`src/rtl/lfsr_rng_arbiter.sv`:
```
// Round-robin arbiter sharing one 4-bit Fibonacci LFSR (1+x+x^4) among requesters;
// each grant serially collects WIDTH LFSR output bits into a valid/ready response word.
module lfsr_rng_arbiter #(
    parameter int unsigned N_REQ    = 4,
    parameter int unsigned WIDTH    = 4,
    parameter logic [3:0]  SEED_RST = 4'b0110
) (
    input  logic                     clk,
    input  logic                     rst,
    input  logic [N_REQ-1:0]         req,
    output logic [N_REQ-1:0]         gnt,
    output logic                     rsp_valid,
    input  logic                     rsp_ready,
    output logic [$clog2(N_REQ)-1:0] rsp_id,
    output logic [WIDTH-1:0]         rsp_data,
    input  logic                     seed_wr,
    input  logic [3:0]               seed,
    output logic                     seed_ack,
    output logic [3:0]               lfsr_state
);

    localparam int unsigned ID_W  = $clog2(N_REQ);
    localparam int unsigned CNT_W = (WIDTH > 1) ? $clog2(WIDTH) : 1;

    typedef enum logic [1:0] {
        IDLE  = 2'd0,
        SHIFT = 2'd1,
        RESP  = 2'd2
    } state_t;

    state_t             state, state_n;
    logic [ID_W-1:0]    rr_ptr, rr_ptr_n;
    logic [CNT_W-1:0]   cnt, cnt_n;
    logic [3:0]         lfsr_n;
    logic [N_REQ-1:0]   gnt_n;
    logic               rsp_valid_n;
    logic [ID_W-1:0]    rsp_id_n;
    logic [WIDTH-1:0]   rsp_data_n;
    logic               seed_ack_n;

    logic [2*N_REQ-1:0] req_dbl;
    logic [N_REQ-1:0]   req_rot;
    logic [ID_W-1:0]    pick_off;
    logic               pick_hit;
    logic [ID_W:0]      pick_sum;
    logic [ID_W-1:0]    pick_idx;
    logic [ID_W:0]      nxt_sum;
    logic [ID_W-1:0]    nxt_ptr;

    function automatic logic [3:0] lfsr_step(input logic [3:0] s);
        return {s[3] ^ s[0], s[3:1]};
    endfunction

    // Rotate requests so bit 0 is the rr_ptr slot, then take the lowest set bit.
    assign req_dbl = {req, req} >> rr_ptr;
    assign req_rot = req_dbl[N_REQ-1:0];

    always_comb begin
        pick_off = '0;
        pick_hit = 1'b0;
        for (int k = N_REQ - 1; k >= 0; k--) begin
            if (req_rot[k]) begin
                pick_off = ID_W'(k);
                pick_hit = 1'b1;
            end
        end
    end

    assign pick_sum = {1'b0, rr_ptr} + {1'b0, pick_off};
    assign pick_idx = (pick_sum >= (ID_W+1)'(N_REQ)) ?
                      ID_W'(pick_sum - (ID_W+1)'(N_REQ)) : ID_W'(pick_sum);

    assign nxt_sum = {1'b0, rsp_id} + (ID_W+1)'(1);
    assign nxt_ptr = (nxt_sum == (ID_W+1)'(N_REQ)) ? '0 : ID_W'(nxt_sum);

    // Next-state and next-output logic.
    always_comb begin
        state_n     = state;
        rr_ptr_n    = rr_ptr;
        cnt_n       = cnt;
        lfsr_n      = lfsr_state;
        gnt_n       = gnt;
        rsp_valid_n = rsp_valid;
        rsp_id_n    = rsp_id;
        rsp_data_n  = rsp_data;
        seed_ack_n  = 1'b0;

        unique case (state)
            IDLE: begin
                if (seed_wr) begin
                    lfsr_n     = (seed == 4'b0000) ? SEED_RST : seed;
                    seed_ack_n = 1'b1;
                end else if (pick_hit) begin
                    gnt_n    = N_REQ'(1) << pick_idx;
                    rsp_id_n = pick_idx;
                    cnt_n    = '0;
                    state_n  = SHIFT;
                end
            end
            SHIFT: begin
                rsp_data_n[cnt] = lfsr_state[0];
                lfsr_n          = lfsr_step(lfsr_state);
                cnt_n           = cnt + CNT_W'(1);
                if (cnt == CNT_W'(WIDTH - 1)) begin
                    rsp_valid_n = 1'b1;
                    state_n     = RESP;
                end
            end
            RESP: begin
                if (rsp_ready) begin
                    rsp_valid_n = 1'b0;
                    gnt_n       = '0;
                    rr_ptr_n    = nxt_ptr;
                    state_n     = IDLE;
                end
            end
            default: begin
                state_n = IDLE;
            end
        endcase
    end

    // State and output registers.
    always_ff @(posedge clk) begin
        if (rst) begin
            state      <= IDLE;
            rr_ptr     <= '0;
            cnt        <= '0;
            lfsr_state <= SEED_RST;
            gnt        <= '0;
            rsp_valid  <= 1'b0;
            rsp_id     <= '0;
            rsp_data   <= '0;
            seed_ack   <= 1'b0;
        end else begin
            state      <= state_n;
            rr_ptr     <= rr_ptr_n;
            cnt        <= cnt_n;
            lfsr_state <= lfsr_n;
            gnt        <= gnt_n;
            rsp_valid  <= rsp_valid_n;
            rsp_id     <= rsp_id_n;
            rsp_data   <= rsp_data_n;
            seed_ack   <= seed_ack_n;
        end
    end

endmodule

```
`config.mk`:
```
export PLATFORM = sky130hd
export DESIGN_NAME = lfsr_rng_arbiter
export DESIGN_NICKNAME = d
export VERILOG_FILES = /design/src/rtl/lfsr_rng_arbiter.sv
export SDC_FILE = /design/constraint.sdc
export NUM_CORES = 1
export LEC_CHECK = 0
export ABC_CLOCK_PERIOD_IN_PS = 6300
export CORE_UTILIZATION = 35
export DETAILED_ROUTE_END_ITERATION = 7
export PLACE_DENSITY = 0.61
export SYNTH_ARGS = -nofsm -noshare
export SYNTH_HDL_FRONTEND = slang
export SYNTH_SLANG_ARGS = --single-unit
export TNS_END_PERCENT = 20
```
`constraint.sdc`:
```
create_clock -name clk -period 6.3 [get_ports clk]
set_input_delay 1.89 -clock clk [delete_from_list [all_inputs] [get_ports clk]]
set_output_delay 1.89 -clock clk [all_outputs]
set_load 0.005 [all_outputs]
```
# Yosys cells after proc, flatten, opt, wreduce, memory -nomap -nowiden
# Cells that the tools add are included.
# word_totals
out_inout_bits	16
elab_cells	76
ff_bits	22
# classes
shifts	2
n_bitwise	3
n_mux	32
n_eq_ne	9
addsub	4
n_reduce_logical	14
n_lt_le_gt_ge	3
# ops
operator	count
2-bit 2-to-1 mux	12
4-bit 2-to-1 mux	5
4-bit one-hot mux with 2 select lines	2
2-bit != test (second input constant)	5
3-bit AND reduction	3
1-bit 2-to-1 mux	8
4-bit AND reduction	2
8-bit by 2-bit right shift with 4-bit output	1
2-bit one-hot mux with 3 select lines	1
2-bit nonzero test	3
4-bit bitwise mux	1
2-bit equality test (second input constant)	2
4-bit zero test	1
2-bit one-hot mux with 2 select lines	1
2-bit AND reduction	2
1-bit by 2-bit << shifter with 4-bit output (first input constant)	1
2-bit by 1-bit adder with 3-bit output (second input constant)	1
2-bit by 2-bit adder with 3-bit output	1
3-bit equality test (second input constant)	1
3-bit greater-or-equal comparator (second input constant)	1
2-bit by 3-bit less-than comparator with 1-bit output (second input constant)	1
2-bit by 1-bit adder with 2-bit output (second input constant)	1
1-bit demux with 2-bit select	1
2-bit by 1-bit equality test with 1-bit output (second input constant)	1
8 further kinds	9

# Depth between registers and ports, before layout
# Gate-level depths: netlist of the first run.
# logic_depth
ltp_word	12
depth_mapped	8

# Least setup slack after synthesis of the first run
# No wires, ideal clock.
# synth_timing
path_kind	input to register
start	input req[3]
end	register gnt[1]
t_required_ns	6.183
slack_ns	2.999
t_arrival_ns	3.183
path_buffers	0
path_stages	7
setup_time_ns	0.117
path_cell_list	inv_1 o311a_2 o21ai_0 ha_1 xor2_1 xnor2_2 a32o_1
# synth_between
elab_chain_len	12
elab_cells_between_ends	19
classes_between	add/sub: 2; order compare: 1; eq/ne: 1; shift: 2; mux: 12; reduce/logical: 1
# synth_lines
element	line	text
from (decl)	10	input logic [N_REQ-1:0] req,
8-bit by 2-bit right shift with 4-bit output *	55	assign req_dbl = {req, req} >> rr_ptr;
2-bit 2-to-1 mux (4 in a row)	62	if (req_rot[k]) begin
2-bit by 2-bit adder with 3-bit output	69	assign pick_sum = {1'b0, rr_ptr} + {1'b0, pick_off};
3-bit greater-or-equal comparator or 2-bit by 1-bit subtractor with 2-bit output (tied branches)	70, 71	
2-bit 2-to-1 mux	70	assign pick_idx = (pick_sum >= (ID_W+1)'(N_REQ)) ?
1-bit by 2-bit << shifter with 4-bit output	94	gnt_n = N_REQ'(1) << pick_idx;
4-bit 2-to-1 mux	93	end else if (pick_hit) begin
4-bit 2-to-1 mux	90	if (seed_wr) begin
4-bit one-hot mux with 2 select lines	88	unique case (state)
to (signal assigned)	140	gnt <= gnt_n;
to (decl)	11	output logic [N_REQ-1:0] gnt,
# Every way passes the cells marked *; elsewhere a longest branch is shown, timed or not. The select of a mux whose other input is x is not followed.
# A chain may end at the register's enable or synchronous reset.

# Worst setup path in the final report of the first run
# Same ends and word-level chain as after synthesis.

==> results.txt, run 1 <==
The run finished with clean final reports. The tools report the count of fill cells added during filler insertion as 340. The clock-pin slew reported for the worst setup and hold paths after clock tree synthesis was 0.12 ns; the maximum number of buffers from clock root to sink was 2. The relative slew slack was 0.350. The die is 59.6 microns tall. Count of endpoints failing hold in the final timing report: 0. The number of DRC markers after the initial detailed-route iteration is 45, and the number of rows created at floorplan is 20.

The cts-stage hold buffer count is 0, and the total routing usage reported by global routing is 0.163. For the pin with the worst max-slew slack, the measured transition is 0.972 ns. The first global-routing pass estimated 4370 microns of wire. TritonCTS built the clock tree. The detail route stage leaves a number of antenna-violating nets equal to 0. The tree is rooted in a clkbuf_4.

For the initial core utilization, the log shows 0.375. Walking the worst path, the cells encountered are clkdlybuf4s50_1, inv_1, o311a_2, o21ai_0, ha_1, xor2_1, xnor2_2, a32o_1. Yosys printed 0 warnings. The clock period could shrink to 3.75 ns. The min-delay analysis places its worst path in the category reg2reg.

Broken down by cell family, the worst path's largest delay share belongs to compound AO/OA/AOI/OAI gates. Net count after synthesis: 163. The library cell used most frequently in the layout, excluding fill and tap cells, is clkdlybuf4s50_1. The flip-flop and latch count after synthesis works out to 22. The tools report the critical path startpoint category as a primary input. Entering global routing, the biggest net connects 23 pins. The synthesized area per cell came out at 8.02 sq um. The highest fanout seen on the critical path is 7. DRC violations left: 0.

Summed over all cells, the static leakage comes to 0.561 nW. The maximum VDD drop is 0.125 mV. Max-cap violations in this run came to 0. The die area is 0.00356 sq mm, and the top-level I/O count is 28. In this run the cell area measured after placement is 0.00144 sq mm. The run gives 2500 microns as the detailed-route wire length. The ratio of total power to cell area is 192 mW/mm^2, and the total standard cell area after synthesis is 0.00116 sq mm. The fmax is 267 MHz, and the buffering stage count on the worst path with inverters included is 2. Ranked by total cell area, the synthesized netlist is headed by dfxtp_1 38%, a21oi_1 6.9%, nor2_1 6.8%. The ratio of cells with drive above 1 in the final layout is 0.0833.

The tools report the type of element capturing the critical path as a flip-flop. The run gives 0 as the number of failing setup endpoints in the final timing report. The setup path with the least slack is of type in2reg. Clock latency on the worst-skew pair: 0.30 ns. For the diode insertion count for antenna repair, the log shows 0. The share of the synthesized area in the top cell type works out to 0.379.

The number of global-route vias before repair was 1035. The die width was 59.6 microns. The aggregate negative setup slack was 0 ns; the number of antenna violations at the first check in global routing was 0. The maximum cell stage delay along the critical path is 0.61 ns, and the maximum clock skew at final layout is 0.00390 ns. Detailed placement ended at an HPWL of 1860 microns.

Cell with the largest stage delay on the worst path: clkdlybuf4s50_1. With fillers left out, the area of the finished cells amounts to 0.00148 sq mm. The placer's final routability congestion estimate was 0.725. STA puts the critical path data required time at 6.51 ns.

The number of clock buffers added by TritonCTS is 3. Sequential fraction of the synthesis area: 0.379. The tools report the overall overflow remaining after global route as 0.

Post-detailed-route wirelength per cell: 11.8 microns. The number of different library cells used by synthesis comes to 39. In the layout the commonest cells are 27 x clkdlybuf4s50_1, 22 x dfxtp_1, 21 x nor2_1. Port buffering added 27 buffers. The number of gates given a new drive strength after cts is 0. For the final-stage net count, the log shows 187. The layout overhead on the synthesized area works out to 27.3%. The total number of vias was 1086; the number of clock sinks seen by CTS was 22. The first detailed-routing pass took 4 iterations. Of all cell types, the one taking the most synthesized area is dfxtp_1.

The tools report the max-slew violation total from the final report as 0. The tools report the total core area as 0.00310 sq mm. Once the clock tree was built, the setup fixing pass inserted 0 buffers. In the synthesized netlist, the number of instances is 145. The mean number of vias per cell is 5.12, and the arrival time at the worst endpoint is 3.96 ns. Setup repair after global routing left no endpoint under its margin. The fraction of the cycle the final worst path needs was 0.595. The run gives 1 as the H-tree depth.
[stage by stage]
step	std cells	power [mW]	setup WS, ns	utilization	hold slack, ns
2_1_floorplan	145	0.184	3.00	-	0.449
3_3_place_gp	208	0.209	2.27	0.465	0.442
3_5_place_dp	208	0.211	2.22	0.465	0.449
4_1_cts	212	0.289	2.56	0.477	0.469
5_1_grt	212	0.303	2.48	0.477	0.490
6_report	212	0.284	2.55	0.477	0.463
[cells in the mapped netlist]
cell type / n
buf_2: 2
buf_4: 1
nor3_2: 1
a31oi_1: 1
o21a_1: 1
clkbuf_1: 3
buf_6: 1
xor2_1: 1
o311a_2: 1
a211oi_2: 1
o21ai_2: 1
o21ai_0: 5
nor2b_4: 1
o41ai_2: 1
nand3_1: 8
mux2_2: 1
mux2i_1: 1
nor2b_1: 1
nor4_1: 2
nand3b_1: 1
a21o_1: 1
buf_1: 1
nor2_1: 21
a32o_1: 1
ha_1: 6
nor3b_1: 1
nand2b_1: 1
dfxtp_1: 22
a2111oi_0: 1
a221oi_1: 1
o211ai_1: 1
a22o_2: 1
nand2_1: 20
nor3_1: 9
and2_1: 1
o22ai_2: 1
xnor2_2: 1
a21oi_1: 16
inv_1: 4
[per-layer routing]
metal,up-vias,GRT usage,routed length (microns)
li1,554,-,-
met3,5,0.0262,73
met1,506,0.193,1180
met4,0,0.0698,40
met5,-,0,0
met2,21,0.289,1210
[registers in the layout, indices dropped and copies added (netlist names)]
name / cells
cnt: 2
gnt: 4
lfsr_state: 4
rr_ptr: 2
rsp_data: 4
rsp_id: 2
rsp_valid: 1
seed_ack: 1
state: 2
[final timing paths]
path / start / end / slack, ns / depth (start not counted)
max reg2reg: rr_ptr[0] / gnt[1] / 4.32 / 7
min: rsp_data[2] / rsp_data[2] / 0.46 / 2
max: req[3] / gnt[1] / 2.55 / 8
min reg2reg: rsp_data[2] / rsp_data[2] / 0.46 / 2
[report_power, final]
group / switching [mW] / internal [mW] / total, mW
Combinational: 0.0264 / 0.0276 / 0.0540
Sequential: 0.00698 / 0.146 / 0.153
Clock: 0.0416 / 0.0353 / 0.0769
[worst min-delay path, cell delays in order, from the launching register on]
cell and delay, ns:
dfxtp_1 0.33, nand2_1 0.05, a21oi_1 0.05
[kinds of logic after synthesis]
| kind of cell | after synthesis | synth area share |
|---|---|---|
| muxes | 2 | 0.0183 |
| AOI/OAI and AO/OA | 34 | 0.200 |
| and+or+nand+nor | 67 | 0.266 |
| DFF | 22 | 0.379 |
| buffers and inverters | 12 | 0.0506 |
| adders and majority gates | 6 | 0.0646 |
| xor gates and xnor gates | 2 | 0.0215 |
[final cells by class]
| type | instances | area, sq um | share of cell area |
|---|---|---|---|
| Sequential cell | 22 | 440 | 0.298 |
| Inverter | 4 | 15.0 | 0.0101 |
| Timing Repair Buffer | 27 | 270 | 0.183 |
| Clock buffer | 4 | 36.3 | 0.0245 |
| Tap cell | 44 | 55.1 | 0.0372 |
| Multi-Input combinational cell | 111 | 663 | 0.448 |
(Power assumes the default switching activity.)
==> run 2: changes to the inputs <==
--- a/config.mk
+++ b/config.mk
@@ -5,10 +5,10 @@
 export SDC_FILE = /design/constraint.sdc
 export NUM_CORES = 1
 export LEC_CHECK = 0
-export ABC_CLOCK_PERIOD_IN_PS = 6300
+export ABC_CLOCK_PERIOD_IN_PS = 3000
 export CORE_UTILIZATION = 35
 export DETAILED_ROUTE_END_ITERATION = 7
-export PLACE_DENSITY = 0.61
+export PLACE_DENSITY = 0.63
 export SYNTH_ARGS = -nofsm -noshare
 export SYNTH_HDL_FRONTEND = slang
 export SYNTH_SLANG_ARGS = --single-unit
==> constraint.sdc (replaced) <==
create_clock -name clk -period 3 [get_ports clk]
set_input_delay 0.9 -clock clk [delete_from_list [all_inputs] [get_ports clk]]
set_output_delay 0.9 -clock clk [all_outputs]
set_load 0.005 [all_outputs]
==> run 2 against run 1 <==
  * Sequential share of layout area fell by 0.45 points
  * Die area did not move
  * Worst setup slack got worse by 2.2 ns
  * Count of clock-buffer cells in the layout did not move
  * Sequential cell count did not move
  * Core utilization rose by 0.73 points
  * Largest cell class unchanged
  * Largest power group unchanged
==> results.txt, run 2 (synthesis gave the netlist of run 1 again) <==
The ratio of total power to cell area works out to 400 mW/mm^2. Along the worst hold path, the cell count comes to 2. The run gives 0.00356 sq mm as the die area. The worst register-to-register path ends at gnt[1]. The tools report the total number of vias as 1065. The count of nets left with antenna violations once routing finished came out at 0.

For the number of iterations in the first detailed-routing pass, the log shows 6. The first global-routing pass estimated 4140 microns of wire. In this run the tool buffered the top-level ports with 27 buffer cells. The worst setup path is launched from a primary input. The fmax is 378 MHz. The number of antenna violations at the first check in global routing was 0; the endpoint required time on the critical path was 3.25 ns. The tightest hold path in the finished design has a slack of 0.468 ns. The type of the setup path with the least slack is in2reg.

In this run, post-CTS hold repair placed 0 buffers. The DRC violations left was 0; the actual slew at the worst max-slew pin was 0.470 ns. For the detailed placer's ending HPWL, the log shows 1830 microns. The die width was 59.6 microns.

In this run the vertical extent of the chip is 59.6 microns. The max-slew violation total from the final report was 0. Of all nets on the critical path, the largest fanout is 7. For the final routed database, the setup TNS stands at 0 ns.

For the worst setup path, the data arrival time is 2.89 ns. Max-cap violations in this run came to 0. The maximum clock skew at final layout came out at 0.00508 ns.

The run finished with clean final reports. The diode insertion count for antenna repair is 0. The largest registers in the layout are gnt x4, lfsr_state x4, rsp_data x4. The top-level I/O count is 28, and the cell count of the worst reg-to-reg path is 7. The total routing usage reported by global routing is 0.153, and the mean number of vias per cell is 4.95. The H-tree depth is 1, and the initial core utilization is 0.375.

In the final design database the tool counted 190 nets. Relative to the synthesized area, the layout overhead comes to 29.3%. The ratio of cells with drive above 1 in the final layout was 0.0994. The clock buffer count from CTS was 3. The worst setup path endpoint is gnt[1]. The tools report the number of global-route vias before repair as 966. Wires add up to 2450 microns. Global routing finished with a remaining overflow of 0. Fraction of the cycle the final worst path needs: 0.881. The run gives 0 as the number of failing setup endpoints in the final timing report.

After floorplanning, the core was divided into 20 placement rows. Once layout is complete, the cells apart from fillers number 215. In this run the worst setup path begins at req[0]. The run gives 0.686 as the relative slew slack. In the layout the commonest cells are 27 x clkdlybuf4s50_1, 22 x dfxtp_1, 21 x nor2_1. TritonCTS built the clock tree. In this run the standard cell core region covers 0.00310 sq mm. For the number of clock sinks seen by CTS, the log shows 22. The maximum number of buffers from clock root to sink is 2, and the placer's final routability congestion estimate is 0.784.

The total instance count after detailed placement was 211. The worst-case IR drop observed on VDD is 0.221 mV. Clock-pin slew was measured on the worst setup and hold paths at 0.12 ns. Entering global routing, the biggest net connects 18 pins.

The final critical-path required period is 2.64 ns. The most common cell after layout, fill and taps aside is clkdlybuf4s50_1. The worst hold path belongs to the class reg2reg.

Setup repair after global routing left no endpoint under its margin. Clock latency on the worst-skew pair: 0.30 ns. The startpoint identified for the worst register-to-register timing path is rr_ptr[0].

The logs give 62 for the number of DRC markers after the initial detailed-route iteration and 0 for the count of endpoints failing hold in the final timing report. The worst setup path is captured at a flip-flop. Once the clock tree was built, the setup fixing pass inserted 0 buffers. Buffer type at the clock tree root: clkbuf_4. In this run the static leakage power is 0.576 nW. In this run, post-CTS repair resized a total of 0 instances. The tools report the flop-to-flop setup slack as 1.02 ns. In the final routed layout, each cell accounts on average for 11.4 microns.
==> run 2: cell types whose count changed in the layout (fill, tap and decap cells not counted) <==
cell   change
buf_4      +3
==> run 2: final cells by class <==
cell class                 count  area [sq um]
sequential                    22           440
multi-input combinational    111           663
clock buffer                   4          36.3
timing repair buffer          30           293
fill                         327          1600
inverter                       4          15.0
tap                           44          55.1
==> run 2: where the power goes <==
part | switching [mW] | internal [mW]
Combinational | 0.0553 | 0.0607
Clock | 0.0896 | 0.0739
Sequential | 0.0146 | 0.307
Total | 0.160 | 0.442
==> run 2: stage by stage <==
step                cell area (sq um)  power [mW]  worst slack, ns  utilization
finish                           1500       0.601            0.357        0.484
global route                     1500       0.636            0.205        0.484
CTS                              1500       0.612            0.375        0.484
detailed placement               1470       0.445           0.0404        0.473
global placement                 1470       0.442           0.0860        0.473
floorplan                        1160       0.385            0.689            -
==> run 2: how the worst min path moves through the flow <==
stage / start / to / slack [ns]
final: rsp_data[0] / rsp_data[0] / 0.47
after global routing: rsp_data[2] / rsp_data[2] / 0.50
after floorplan: gnt[3] / gnt[3] / 0.45
after CTS: rsp_data[2] / rsp_data[2] / 0.47
after detailed placement: rsp_data[2] / rsp_data[2] / 0.45
after global placement: gnt[2] / gnt[2] / 0.44
==> run 2: worst max-delay path, cell delays in order <==
cell,delay [ns]
clkdlybuf4s50_1,0.54
nor2_1,0.26
nor3_1,0.07
a21oi_1,0.13
o21ai_0,0.10
ha_1,0.20
xor2_1,0.16
xnor2_2,0.31
a32o_1,0.21
==> run 2: routing by layer <==
layer	share of wire	track usage
met5	0	0
met4	0.0078	0.0598
met2	0.49	0.266
met1	0.47	0.187
met3	0.038	0.0240
==> run 3: changes to the inputs <==
--- a/config.mk
+++ b/config.mk
@@ -9,6 +9,7 @@
 export CORE_UTILIZATION = 35
 export DETAILED_ROUTE_END_ITERATION = 7
 export PLACE_DENSITY = 0.63
+export RECOVER_POWER = 50
 export SYNTH_ARGS = -nofsm -noshare
 export SYNTH_HDL_FRONTEND = slang
 export SYNTH_SLANG_ARGS = --single-unit
==> run 3 against run 2 <==
  * Clock power about the same
  * Via count increased by 0.47%
  * Worst hold slack got worse by 0.0037 ns
  * Worst setup slack about the same
  * Critical path type unchanged
  * Largest power group unchanged
  * Highest routed layer unchanged
==> results.txt, run 3 (synthesis gave the netlist of run 1 again) <==
The run gives 28 as the top-level I/O count. Counting the buffers created by CTS gives 3. TritonCTS built the clock tree. The first routing iteration left 67 violations.

The worst setup path is captured at a flip-flop. The net count of the finished layout is 190. Entering global routing, the biggest net connects 18 pins. The aggregate negative setup slack is 0 ns. The die width works out to 59.6 microns. In the final layout, the registers with the most flip-flops are gnt x4, lfsr_state x4, rsp_data x4. For this run, the number of standard cells in the final layout without fillers is 215. For hold timing, the worst endpoint is rsp_data[0].

The post-detailed-route wirelength per cell was 11.4 microns. The number of failing setup endpoints in the final timing report came out at 0. The smallest clock period supported by the final layout is computed as 2.64 ns.

The placer's final routability congestion estimate was 0.784. The slowest stage of the critical path belongs to the cell clkdlybuf4s50_1. The detailed placer's ending HPWL was 1830 microns. Grouping stages by cell kind, the critical path spends the most delay in buffers and inverters. The DRC violations left is 0, and the total number of vias is 1070. The clock latency on the worst-skew pair was 0.30 ns.

For the count of endpoints failing hold in the final timing report, the log shows 0. Relative slew slack: 0.497. The core region is 0.00310 sq mm.

The flow ran to the end, and the final reports show no timing, DRC or antenna violations. Endpoint of the worst register-to-register path: gnt[1]. In this run the power density over the cells is 400 mW/mm^2. The run gives 1 as the H-tree depth.

The worst register-to-register path begins at rr_ptr[0]. Timing analysis after detailed placement gives a worst setup slack of 0.0404 ns. Classification of the worst-slack hold path: reg2reg. The fraction of the cycle the final worst path needs works out to 0.881. The logs give 2 for the maximum number of buffers from clock root to sink and 329 for the count of fill cells added during filler insertion.

In this run the worst path has a maximum fanout of 7. The die is 59.6 microns tall. The actual slew at the worst max-slew pin works out to 0.754 ns. The max-slew violation total from the final report is 0. The run gives 0.153 as the total routing usage reported by global routing. After clock tree synthesis, the clock-pin slew on the worst setup and hold paths is 0.12 ns. Post-CTS timing repair inserted 0 buffers for setup.

The library cells used most frequently in the layout, excluding fill and tap cells, are 22 x dfxtp_1, 21 x nor2_1, 21 x clkdlybuf4s50_1. The logic depth of the worst setup path including buffers came out at 9. The ratio of cells with drive above 1 in the final layout is 0.0936. Setup slack on the critical path of the routed design comes to 0.358 ns. The maximum clock skew at final layout was 0.00477 ns; the maximum cell stage delay along the critical path was 0.54 ns. The fmax is 378 MHz.

In this run the remaining antenna-violating nets after routing total 0. Counting instances, the worst hold path has a depth of 2. The pre-antenna-repair detailed-routing pass consisted of 4 iterations. The number of rows created at floorplan is 20. Setup repair after global routing left no endpoint under its margin. The worst setup path is of the in2reg kind. Leakage power figure: 0.585 nW. Across the run, the number of max-cap violations was 0. After clock tree synthesis, the flow added hold-fix buffers numbering 0. The worst register-to-register path has a depth of 7.

Number of gates given a new drive strength after cts: 0. The number of global-route vias before repair is 966, and the layout overhead on the synthesized area is 29.0%. The tools report the critical hold path startpoint as rsp_data[0]. For the worst setup path, the data arrival time is 2.89 ns.

Including well taps, the total number of placed cells is 211. IR analysis of the VDD net gives a maximum drop of 0.221 mV. The number of antenna violations at the first check in global routing was 0. The flop-to-flop setup slack is 1.02 ns, and the diode insertion count for antenna repair is 0. The first global-routing pass estimated 4140 microns of wire.

The initial core utilization was 0.375. The signal on the critical path passes through clkdlybuf4s50_1, nor2_1, nor3_1, a21oi_1, o21ai_0, ha_1, xor2_1, xnor2_2, a32o_1. The library cell used most frequently in the layout, excluding fill and tap cells, is dfxtp_1.

The overall overflow remaining after global route was 0; the number of buffers inserted by port buffering was 27. Counting every sink on the clock net gives 22. STA classifies the critical path startpoint as a primary input.

The die area was 0.00356 sq mm. For this block, the routed nets add up to 2440 microns of wire. Mean number of vias per cell: 4.98. The buffering stage count on the worst path with inverters included works out to 1.

Final hold slack: 0.464 ns. CTS placed an instance of clkbuf_4 at the clock tree root. Data on the critical path is required at its endpoint by 3.25 ns.
## run 3: stage by stage
stage,total power [mW],utilization,instance area (sq um)
2_1_floorplan,0.385,-,1160
3_3_place_gp,0.442,0.473,1470
3_5_place_dp,0.445,0.473,1470
4_1_cts,0.612,0.484,1500
5_1_grt,0.635,0.483,1500
6_report,0.599,0.483,1500
## run 3: worst max path at each step
stage          slack, ns      to    from
6_report            0.36  gnt[1]  req[0]
5_1_grt             0.21  gnt[1]  req[0]
4_1_cts             0.37  gnt[1]  req[0]
3_3_place_gp        0.09  gnt[1]  req[0]
3_5_place_dp        0.04  gnt[1]  req[0]
2_1_floorplan       0.69  gnt[1]  req[3]
## run 3: routing by layer
layer  track usage  wire length (microns)
met5             0                      0
met3        0.0240                    115
met4        0.0598                     19
met1         0.187                   1130
met2         0.266                   1180
## run 3: worst reg2reg max path: stages, from the launching register on
cell and delay, ns:
dfxtp_1 0.55, nor2_1 0.10, a221oi_1 0.28, o21ai_0 0.12, ha_1 0.20, xor2_1 0.16, xnor2_2 0.31, a32o_1 0.22
## run 3: where the power goes
part / internal, mW / switching, mW / total (mW) / leakage [nW]
clock network: 0.0739 / 0.0897 / 0.164 / 0.0210
registers: 0.307 / 0.0145 / 0.321 / 0.180
logic: 0.0591 / 0.0553 / 0.114 / 0.385
total: 0.440 / 0.159 / 0.599 / 0.585
## run 3: final cells by class
type                       count  area [sq um]  area share
multi-input combinational    111           663       0.442
sequential                    22           440       0.294
timing repair buffer          30           289       0.193
tap                           44          55.1      0.0367
clock buffer                   4          36.3      0.0242
inverter                       4          15.0      0.0100
==> variant, RTL diff (flow settings as in run 3) <==
Change the parameter `N_REQ` from 4 to 2.
--- a/src/rtl/lfsr_rng_arbiter.sv
+++ b/src/rtl/lfsr_rng_arbiter.sv
@@ -1,7 +1,7 @@
 // Round-robin arbiter sharing one 4-bit Fibonacci LFSR (1+x+x^4) among requesters;
 // each grant serially collects WIDTH LFSR output bits into a valid/ready response word.
 module lfsr_rng_arbiter #(
-    parameter int unsigned N_REQ    = 4,
+    parameter int unsigned N_REQ    = 2,
     parameter int unsigned WIDTH    = 4,
     parameter logic [3:0]  SEED_RST = 4'b0110
 ) (
Interface: changed (resized gnt, req and rsp_id); port bits go from 28 to 23. No check against the original RTL was run, so the function may have changed too.
==> variant against run 3 <==
  * Sequential cell count is 4 lower
  * Total power is 17% lower
  * Synthesized area is 25% lower
  * Clock skew is 3.9 ps higher
  * Synthesized cell count is 32% lower
  * Register-to-register slack better by 470 ps
  * Via count is 25% lower
  * Sequential power is 17% lower
  * Final area is 25% lower
  * Setup slack better by 430 ps
  * Sequential share of layout area is 2.5 points higher
  * Count of clock-buffer cells in the layout stayed put
  * Routed wire length is 21% lower
  * Critical path type is now reg -> out
==> variant: results (changes against run 3) <==
INFO  metric worst_clock_skew = 8.637 ps (+3.872 ps)
INFO  metric clockBufferCount = 4 (unchanged)
INFO  metric dp_hpwl = 1360 microns (-26%)
INFO  metric route.final.wire_length = 1926 microns (-21%)
INFO  metric buffering_overhead = 0.1949 (+0.002085)
INFO  metric tightestPinTransition = 628.3 ps (-125.8 ps)
INFO  metric finalWeightedCongestion = 0.7208 (-8.0%)
INFO  metric multiInputCombCellCount = 70 (-37%)
INFO  metric register_area_share_after_synthesis = 0.4150 (+0.03608)
INFO  metric nNetsFinal = 135 (-29%)
INFO  metric status = completed
INFO  metric clk_latency = 300 ps (about the same)
INFO  metric final.signal_inverter_count = 6 (+2)
INFO  metric first_pass_grt_wire_length = 3374 microns (-19%)
INFO  metric post-place-ws = 639.8 ps (+599.5 ps)
INFO  metric cts.repair.resized = 0 (unchanged)
INFO  metric cpLargestDelayFamily = buffers and inverters
INFO  metric yosys_warnings = 0 (unchanged)
INFO  metric rows = 17 (-15%)
INFO  metric largestRegisters = lfsr_state x4, rsp_data x4
INFO  metric clk_root_buffer_cell = clkbuf_4
INFO  metric post_synth.cell_area_avg = 8.771 sq um (+9.4%)
INFO  metric grt_max_degree = 19 (+1)
INFO  metric cts_buffers = 3 (unchanged)
INFO  metric multi_input_area = 455.4 sq um (-31%)
INFO  metric worst_setup_hold_path_clk_slew = 100 ps (-20 ps)
INFO  metric synth_area_leaders = dfxtp_1, ha_1, mux2i_1
INFO  metric cts_hold_buffers = 0 (unchanged)
INFO  metric postSynthRegisterBits = 18 (-18%)
INFO  metric seqAreaFraction = 0.3189 (+0.02512)
INFO  metric final.fill_count = 235 (-29%)
INFO  metric globalRouteTotalUtil = 0.1703 (+0.01774)
INFO  metric drive_above_1_share = 0.05000 (-0.04357)
INFO  metric synth_fp_nets = 113 (-31%)
INFO  metric layout.clock.cell_area_share = 0.03212 (+0.007908)
INFO  metric io_buffer_count = 22 (-19%)
INFO  metric final_cell_count_no_fill = 148 (-31%)
INFO  metric avgViaCountPerCell = 5.399 (+8.5%)
INFO  metric first_global_vias = 796 (-18%)
INFO  metric synth.top_cells.by_count = dfxtp_1, nor2_1, a21oi_1
INFO  metric p_leak = 0.4541 nW (-22%)
INFO  metric initialDrtViolationCount = 11 (-84%)
INFO  metric dpl-instance-area = 1094 sq um (-25%)
INFO  metric power.ir.vdd_worst = 0.0002371 V (+7.3%)
INFO  metric critical_path_arrival = 1310 ps (-1580 ps)
INFO  metric post_synth_num_cell_types = 30 (-23%)
INFO  metric worst-path-max-fanout = 7 (unchanged)
INFO  metric insertedDiodeCount = 0 (unchanged)
INFO  metric nNonClkBuffers = 22 (-27%)
==> variant: changes by cell type after synthesis, moves of 4 or more <==
cell,before,now
nand3_1,8,4
nand2_1,20,4
nor3_1,9,5
dfxtp_1,22,18
nor2_1,21,9
nand3b_1,1,5
a21oi_1,16,7
==> variant: worst paths after layout <==
kind	startpoint	slack [ps]	depth (start not counted)	to
max	lfsr_state[0]$_SDFFE_PP0P_	790	1	lfsr_state[0]
min	rsp_valid$_SDFFE_PP0P_	480	2	rsp_valid$_SDFFE_PP0P_
max reg2reg	state[0]$_SDFFE_PP0P_	1490	3	lfsr_state[0]$_SDFFE_PP0P_
min reg2reg	rsp_valid$_SDFFE_PP0P_	480	2	rsp_valid$_SDFFE_PP0P_
==> variant: cells by family after synthesis <==
logic type                 count (synthesis)  synth area share
muxes                                      5           0.05908
adders and majority gates                  4           0.05764
buffers and inverters                     11           0.06051
DFF                                       18            0.4150
AOI/OAI and AO/OA                         25            0.1859
and+or+nand+nor                           36            0.2219
==> variant: metal layers <==
| metal | track usage | vias up | share of wire |
|---|---|---|---|
| met5 | 0 | - | 0 |
| met4 | 0.07207 | 0 | 0.0057 |
| met3 | 0.04094 | 2 | 0.056 |
| met2 | 0.3052 | 29 | 0.49 |
| met1 | 0.1896 | 376 | 0.45 |
| li1 | - | 392 | - |
==> variant: metrics by stage <==
| stage | utilization | hold slack, ps |
|---|---|---|
| final | 0.4964 | 482.4 |
| after global routing | 0.4964 | 498.9 |
| after CTS | 0.4964 | 490.9 |
| after global placement | 0.4805 | 465.2 |
| after floorplan | - | 458.9 |
| after detailed placement | 0.4805 | 474.2 |
==> variant: where the power goes <==
group,switching [mW],internal [mW]
logic,0.0330,0.0453
registers,0.0162,0.252
clock network,0.0788,0.0739
total,0.128,0.371
